**src/rtl/mem_access_pkg.sv**
```systemverilog
// Shared types, FSM states and RV32I load/store encodings for mem_access.
// Lane-packing helpers used by the store path and the misalignment trap.
package mem_access_pkg;

  typedef logic [31:0] word_t;

  typedef enum logic [1:0] {
    ST_IDLE = 2'd0,
    ST_REQ  = 2'd1,
    ST_WAIT = 2'd2
  } state_t;

  localparam logic [2:0] F3_LB  = 3'b000;
  localparam logic [2:0] F3_LH  = 3'b001;
  localparam logic [2:0] F3_LW  = 3'b010;
  localparam logic [2:0] F3_LBU = 3'b100;
  localparam logic [2:0] F3_LHU = 3'b101;
  localparam logic [2:0] F3_SB  = 3'b000;
  localparam logic [2:0] F3_SH  = 3'b001;
  localparam logic [2:0] F3_SW  = 3'b010;

  // Byte enables for a store; unknown widths write nothing.
  function automatic logic [3:0] store_strb(input logic [2:0] f3, input logic [1:0] a);
    case (f3)
      F3_SB:   return 4'b0001 << a;
      F3_SH:   return 4'b0011 << a;
      F3_SW:   return 4'b1111;
      default: return 4'b0000;
    endcase
  endfunction

  function automatic word_t store_wdata(input logic [2:0] f3, input word_t data);
    case (f3)
      F3_SB:   return {4{data[7:0]}};
      F3_SH:   return {2{data[15:0]}};
      default: return data;
    endcase
  endfunction

  // Low funct3 bits give the access size for both loads and stores.
  function automatic logic is_misaligned(input logic [2:0] f3, input logic [1:0] a);
    case (f3[1:0])
      2'b01:   return a[0];
      2'b10:   return (a != 2'b00);
      default: return 1'b0;
    endcase
  endfunction

endpackage

```
**src/rtl/mem_access_load_extend.sv**
```systemverilog
// Combinational lane select and sign/zero extension of a load response word.
module load_extend
  import mem_access_pkg::*;
(
  input  word_t       rdata,
  input  logic [1:0]  addr_lo,
  input  logic [2:0]  funct3,
  output word_t       value
);

  logic [7:0]  byte_s;
  logic [15:0] half_s;

  // Pick the addressed byte/halfword lane and extend it to a full word.
  always_comb begin
    byte_s = rdata[{addr_lo, 3'b000} +: 8];
    half_s = addr_lo[1] ? rdata[31:16] : rdata[15:0];
    case (funct3)
      F3_LB:   value = {{24{byte_s[7]}}, byte_s};
      F3_LH:   value = {{16{half_s[15]}}, half_s};
      F3_LBU:  value = {24'd0, byte_s};
      F3_LHU:  value = {16'd0, half_s};
      default: value = rdata;
    endcase
  end

endmodule

```
**src/rtl/mem_access.sv**
```systemverilog
// Stage-4 memory access unit: ALU pass-through, loads and stores over a valid/ready port.
// Optional macro MISALIGN_TRAP_EN adds the misalign output and traps unaligned accesses.
module mem_access
  import mem_access_pkg::*;
(
  input  logic        clock,
  input  logic        reset,
  input  logic        in_valid,
  input  logic        is_load,
  input  logic        is_store,
  input  logic [2:0]  funct3,
  input  word_t       eval,
  input  word_t       store_data,
  input  logic [4:0]  rd,
  output logic        stall_out,
  output logic        dmem_req_valid,
  input  logic        dmem_req_ready,
  output logic        dmem_we,
  output word_t       dmem_addr,
  output word_t       dmem_wdata,
  output logic [3:0]  dmem_wstrb,
  input  logic        dmem_rsp_valid,
  input  word_t       dmem_rdata,
  output logic        out_valid,
  output word_t       out_value,
  output logic [4:0]  out_rd
`ifdef MISALIGN_TRAP_EN
  ,
  output logic        misalign
`endif
);

  state_t      state_r;
  logic        req_valid_r;
  logic        we_r;
  word_t       addr_r;
  word_t       wdata_r;
  logic [3:0]  wstrb_r;
  logic [2:0]  funct3_r;
  logic [1:0]  a_lo_r;
  logic [4:0]  rd_r;
  logic        out_valid_r;
  word_t       out_value_r;
  logic [4:0]  out_rd_r;
  word_t       ext_s;
  logic        mem_op_s;
  logic        trap_s;

  assign mem_op_s = in_valid & (is_load | is_store);

`ifdef MISALIGN_TRAP_EN
  logic misalign_r;
  assign trap_s   = mem_op_s & is_misaligned(funct3, eval[1:0]);
  assign misalign = misalign_r;
`else
  assign trap_s   = 1'b0;
`endif

  load_extend u_load_extend (
    .rdata   (dmem_rdata),
    .addr_lo (a_lo_r),
    .funct3  (funct3_r),
    .value   (ext_s)
  );

  assign stall_out      = (state_r != ST_IDLE);
  assign dmem_req_valid = req_valid_r;
  assign dmem_we        = we_r;
  assign dmem_addr      = addr_r;
  assign dmem_wdata     = wdata_r;
  assign dmem_wstrb     = wstrb_r;
  assign out_valid      = out_valid_r;
  assign out_value      = out_value_r;
  assign out_rd         = out_rd_r;

  // Access FSM; request fields are held in registers so they stay stable until ready.
  always_ff @(posedge clock) begin
    if (reset) begin
      state_r     <= ST_IDLE;
      req_valid_r <= 1'b0;
      we_r        <= 1'b0;
      addr_r      <= 32'd0;
      wdata_r     <= 32'd0;
      wstrb_r     <= 4'd0;
      funct3_r    <= 3'd0;
      a_lo_r      <= 2'd0;
      rd_r        <= 5'd0;
      out_valid_r <= 1'b0;
      out_value_r <= 32'd0;
      out_rd_r    <= 5'd0;
`ifdef MISALIGN_TRAP_EN
      misalign_r  <= 1'b0;
`endif
    end else begin
      out_valid_r <= 1'b0;
`ifdef MISALIGN_TRAP_EN
      misalign_r  <= (state_r == ST_IDLE) & trap_s;
`endif
      case (state_r)
        ST_IDLE: begin
          if (trap_s) begin
            out_valid_r <= 1'b1;
            out_value_r <= 32'd0;
            out_rd_r    <= 5'd0;
          end else if (mem_op_s) begin
            state_r     <= ST_REQ;
            req_valid_r <= 1'b1;
            we_r        <= is_store;
            addr_r      <= {eval[31:2], 2'b00};
            wdata_r     <= is_store ? store_wdata(funct3, store_data) : 32'd0;
            wstrb_r     <= is_store ? store_strb(funct3, eval[1:0]) : 4'd0;
            funct3_r    <= funct3;
            a_lo_r      <= eval[1:0];
            rd_r        <= rd;
          end else if (in_valid) begin
            out_valid_r <= 1'b1;
            out_value_r <= eval;
            out_rd_r    <= rd;
          end
        end
        ST_REQ: begin
          // Any response seen here belongs to nothing and is dropped.
          if (dmem_req_ready) begin
            req_valid_r <= 1'b0;
            we_r        <= 1'b0;
            wstrb_r     <= 4'd0;
            if (we_r) begin
              state_r     <= ST_IDLE;
              out_valid_r <= 1'b1;
              out_value_r <= 32'd0;
              out_rd_r    <= 5'd0;
            end else begin
              state_r <= ST_WAIT;
            end
          end
        end
        ST_WAIT: begin
          if (dmem_rsp_valid) begin
            state_r     <= ST_IDLE;
            out_valid_r <= 1'b1;
            out_value_r <= ext_s;
            out_rd_r    <= rd_r;
          end
        end
        default: begin
          state_r     <= ST_IDLE;
          req_valid_r <= 1'b0;
          we_r        <= 1'b0;
          wstrb_r     <= 4'd0;
        end
      endcase
    end
  end

endmodule

```
**config.mk**
```make
export PLATFORM = sky130hd
export DESIGN_NAME = mem_access
export DESIGN_NICKNAME = d
export VERILOG_FILES = /design/src/rtl/mem_access_pkg.sv /design/src/rtl/mem_access_load_extend.sv /design/src/rtl/mem_access.sv
export SDC_FILE = /design/constraint.sdc
export NUM_CORES = 1
export LEC_CHECK = 0
export ABC_CLOCK_PERIOD_IN_PS = 2590
export BUFFER_PORTS_ARGS = -buffer_cell sky130_fd_sc_hd__buf_4
export CORE_ASPECT_RATIO = 0.9
export CORE_MARGIN = 2
export CORE_UTILIZATION = 40
export CTS_CLUSTER_SIZE = 40
export DETAILED_ROUTE_END_ITERATION = 8
export GPL_TIMING_DRIVEN = 0
export PLACE_DENSITY = 0.69
export SETUP_SLACK_MARGIN = 0.4
export SKIP_CTS_REPAIR_TIMING = 1
export SYNTH_ARGS = -nofsm -noshare
export SYNTH_HDL_FRONTEND = slang
export SYNTH_SLANG_ARGS = --single-unit
```
**constraint.sdc**
```tcl
create_clock -name clock -period 2.59 [get_ports clock]
set_input_delay 0.1295 -clock clock [delete_from_list [all_inputs] [get_ports clock]]
set_output_delay 0.1295 -clock clock [all_outputs]
set_load 0.02 [all_outputs]
```
Word level (Yosys, flattened, before mapping)

Index checks and enable logic that the tools add are counted.

Bits in latches: 0
Memory bits (writable): 0
Memories kept: 0
Memory bits (read-only): 0
Register bits: 118

Reductions and logical operators: 9
Multipliers: 0
Eq/ne operators: 13
Bitwise logic cells: 3
Shift-type cells: 3
Magnitude comparators: 0
Divide/modulo/power cells: 0
Muxes and demuxes: 37
Add/sub/neg operators: 0

Operators with widths:

| cell                  | number |
|---|---|
| $mux W32              | 6 |
| $pmux W32 S4          | 1 |
| $pmux W32 S3          | 1 |
| $pmux W32 S2          | 1 |
| $shiftx A32 B6 Y8     | 1 |
| $mux W5               | 5 |
| $pmux W4 S3           | 2 |
| $mux W16              | 1 |
| $pmux W5 S3           | 1 |
| $mux W4               | 3 |
| $ne A2 B2 Y1 const B  | 6 |
| $pmux W1 S3           | 3 |
| $mux W1               | 8 |
| $mux W2               | 4 |
| $eq A3 B1 Y1 const B  | 2 |
| $eq A3 B3 Y1 const B  | 2 |
| $logic_not A3 Y1      | 2 |
| $pmux W2 S3           | 1 |
| $reduce_and A3 Y1     | 2 |
| $reduce_and A6 Y1     | 1 |
| $shl A1 B2 Y4 const A | 1 |
| $shl A2 B2 Y4 const A | 1 |
| $eq A3 B2 Y1 const B  | 1 |
| $reduce_bool A3 Y1    | 1 |
| other kinds (8)       | 8 |

Depth between registers and ports, before layout

Depth after elaboration: 5
Gate-level depth with buffers: 8
Mapped depth without buffers: 6

Modules after synthesis

Synthesis repeated with hierarchy kept, for this count alone.

Cells, all modules: 722
Area, all modules: 6,087.1 sq um

Modules (own cells, without submodules):

| module      | area each (sq um) | cells an instance | times used | seq. area each (sq um) |
|---|---|---|---|---|
| mem_access  | 5,326.4           | 604               | 1          | 2,362.3 |
| load_extend | 760.7             | 118               | 1          | 0.0 |

Worst setup path after synthesis

OpenSTA, ideal clock, no wires.

Path kind: register to register
Start point: register state_r[0]
End point: register out_value_r[25], in the netlist out_value[25]
Clock period less this slack: 1.874 ns
Setup time: 0.134 ns
Cell stages (with the launch flop): 9
Setup slack: 0.716 ns
Data arrival time: 1.740 ns
Path buffers: 2
Path through: dfxtp_1 inv_1 ha_1 buf_2 nand2b_1 a221oi_2 a21boi_4 buf_6 a211oi_1

Cells in the longest elaborated chain, start to end: 3
Elaborated cells on any way between the ends: 11
Those cells by class: eq/ne: 7; mux: 1; reduce/logical: 3

Ends and longest elaborated chain:

| what                                                         | RTL line          | source |
|---|---|---|
| start: declaration                                           | mem_access.sv:33  | `state_t state_r;` |
| start signal: assignment                                     | mem_access.sv:79  | `state_r <= ST_IDLE;` |
| start signal: assignment                                     | mem_access.sv:106 | `state_r <= ST_REQ;` |
| start signal: assignment                                     | mem_access.sv:128 | `state_r <= ST_IDLE;` |
| $eq A2 B1 Y1, or another cell as far along                   | mem_access.sv:99  | `case (state_r)` |
| $ne A2 B2 Y1 (no line) or $reduce_bool A3 Y1 (tied branches) | --                |  |
| $reduce_and A6 Y1 (no line)                                  | --                |  |
| end signal: assignment                                       | mem_access.sv:117 | `out_value_r <= eval;` |
| end signal: assignment                                       | mem_access.sv:141 | `out_value_r <= ext_s;` |
| end: declaration                                             | mem_access.sv:43  | `word_t out_value_r;` |

Parallel ways exist; a longest one is shown, timed or not.
A chain may end at the register's enable or synchronous reset.

Final worst setup path

Start point: register state_r[0]
End point: register out_value_r[6], in the netlist out_value[6]

Same word-level chain as after synthesis.

==> impl_metrics.json <==
{
  "min_path_type": "in -> reg",
  "grt_overflow_total": 0,
  "area_growth_pct": 51.6,
  "stdcell_count": 1081,
  "cts_sinks": 118,
  "grt_usage": 0.291,
  "async_flop_share": 0,
  "cts_tree": "yes",
  "yosys_warnings": 0,
  "cts_made_buffers": 17,
  "worst_path_largest_cell_delay_ns": 0.45,
  "placed_cells": 1018,
  "avgSynthCellArea_um2": 8.56,
  "period_share": 0.820,
  "die_y_um": 114,
  "setup_tns_ns": 0,
  "yosys.area.top_type": "dfxtp_1",
  "place.gp.congestion": 0.943,
  "ant_nets": 0,
  "cts_root_buf": "clkbuf_16",
  "seqCellArea_um2": 2360,
  "multi_input_area_um2": 2790,
  "fmax_mhz": 471,
  "hold_viol": 2,
  "clock_path_buffers": 2,
  "cp_num_buf_inv": 4,
  "fp.dieW_um": 127,
  "firstDrtPassIters": 5,
  "cts_max_level": 4,
  "synth_edf_count": 0,
  "cp-end-kind": "register",
  "start_util": 0.407,
  "crit_slowest_cell": "a222oi_1",
  "fin_crit_ns": 2.12,
  "cellPowerDensity_nw_per_um2": 1000,
  "status": "complete, but fails checks",
  "criticalPathCategory": "reg -> reg",
  "violations": "hold timing",
  "grt_setup_unrepaired": "true",
  "grt_pass1_vias": 5709,
  "yosys.area.top_type_share": 0.436,
  "worstPathCellList": "inv_1 > ha_1 > clkbuf_4 > clkinvlp_4 > clkbuf_2 > a222oi_1 > a211oi_1",
  "cp_max_fo": 10,
  "maxSlewViolCount": 0,
  "diodes": 0,
  "drtIter0Drc": 570,
  "crit_required_ns": 2.88,
  "cap_violations": 0,
  "num_vias": 6043,
  "io_pins": 220,
  "grt_max_degree": 17,
  "fillers": 1141,
  "slew-limit-headroom": 0.544,
  "wl_per_cell_um": 20.3,
  "clock_latency_ns": 0.42,
  "worst_pin_slew_ns": 0.680,
  "final-setup-viol-count": 0,
  "drc": 0,
  "whs_ns": -0.00739,
  "syn_area_um2": 5420,
  "irDropWorstVdd_mv": 0.509,
  "syn_inst": 634,
  "clk_pin_slew_ns": 0.06,
  "crit_family": "buffers and inverters",
  "dp_hpwl_um": 16400,
  "ys_seq_area_frac": 0.436,
  "antenna_found_initial": 0,
  "leakagePower_nw": 3.45,
  "ys_top_cells_by_area": "dfxtp_1 44%, nand2_1 8.0%, a22oi_1 5.8%",
  "critPathLaunchType": "register",
  "mostFrequentLayoutCell": "buf_4",
  "synthFlopType": "dfxtp_1",
  "finClkSkew_ns": 0.00664,
  "synth_cell_types": 40,
  "core-area_um2": 13300,
  "synth_seq_cells": 118,
  "drt-total-wl_um": 22000,
  "vias_per_cell": 5.59,
  "rows": 40,
  "final_layout_size_suffix_gt1_frac": 0.344,
  "crit_arrival_ns": 2.42,
  "grt_first_pass_wirelength_um": 31800,
  "dieArea_um2": 14500,
  "port_buffers": 215,
  "final_nets": 1016,
  "mostFrequentLayoutCells": "221 x buf_4, 116 x dfxtp_1, 114 x nand2_1"
}
worst min-delay path: stages:
cell	delay [ns]
buf_4	0.12
nand2_1	0.06
a21oi_1	0.06
synthesized netlist by cell type, types with 6 or more instances:
cell type / count
nand2_1: 115
a211oi_1: 22
a22oi_1: 42
o2111ai_1: 8
nor2_1: 72
a311oi_1: 13
o211ai_1: 9
a222oi_1: 7
o21ai_0: 18
nor3b_1: 8
mux2_2: 16
mux4_2: 8
dfxtp_1: 118
a21oi_1: 59
inv_1: 8
mux2i_1: 14
clkbuf_1: 36
nand3_1: 6
buf_2: 13
final timing paths:
path | from | endpoint | slack [ns] | depth (start not counted)
worst min-delay path | eval[11] | dmem_addr[11]$_SDFFE_PP0P_ | -0.007 | 3
worst max-delay path | state_r[0]$_SDFFE_PP0P_ | out_value[6]$_SDFFE_PP0P_ | 0.47 | 7
worst max register to register | state_r[0]$_SDFFE_PP0P_ | out_value[6]$_SDFFE_PP0P_ | 0.47 | 7
worst min register to register | rd_r[0]$_SDFFE_PP0P_ | rd_r[0]$_SDFFE_PP0P_ | 0.45 | 2
area by class of cell:
| type | count | share of cell area |
|---|---|---|
| clock buffers | 20 | 0.0543 |
| repair buffers | 246 | 0.233 |
| plain buffers | 56 | 0.0368 |
| well taps | 168 | 0.0256 |
| inverters | 10 | 0.00502 |
| multi-input cells | 451 | 0.340 |
| flip-flops and latches | 118 | 0.288 |
| clock inverters | 12 | 0.0184 |
metal layers:
layer,wire (um),GRT usage,vias to the layer above
met2,10400,0.461,320
met4,471,0.106,0
met3,2170,0.0958,44
met1,8930,0.372,2869
li1,-,-,2810
met5,0,0,-
sequential cells by signal, indices dropped and copies added (netlist names):
register / count
a_lo_r: 2
dmem_addr: 30
dmem_req_valid: 1
dmem_wdata: 32
dmem_we: 1
dmem_wstrb: 4
funct3_r: 3
out_rd: 5
out_valid: 1
out_value: 32
rd_r: 5
state_r: 2
logic make-up after synthesis:
kind of cell,count (synthesis),share of synthesized area
and+or+nand+nor,222,0.173
AOI/OAI and AO/OA,184,0.231
DFF,118,0.436
buffers and inverters,66,0.0556
muxes,38,0.0923
adders and majority gates,5,0.0115
other,1,0.000691
through the flow:
stage	hold slack, ns	total power [W]	worst slack, ns	utilization	instance area, um2
detailed placement	0.401	0.00561	0.243	0.545	7250
finish	-0.00739	0.00824	0.467	0.618	8220
floorplan	0.265	0.00433	0.716	-	5430
global placement	0.397	0.00555	0.314	0.545	7250
global route	0.00298	0.00862	0.340	0.618	8220
CTS	-0.0450	0.00802	0.226	0.590	7850
power breakdown:
group	leakage [nW]	total [W]	switching [W]	internal, W
clock	0.291	0.00241	0.000871	0.00154
combinational	2.19	0.00340	0.00203	0.00137
sequential	0.965	0.00244	0.000234	0.00221
total	3.45	0.00824	0.00313	0.00511
No activity file was read; power rests on OpenSTA's default activity.
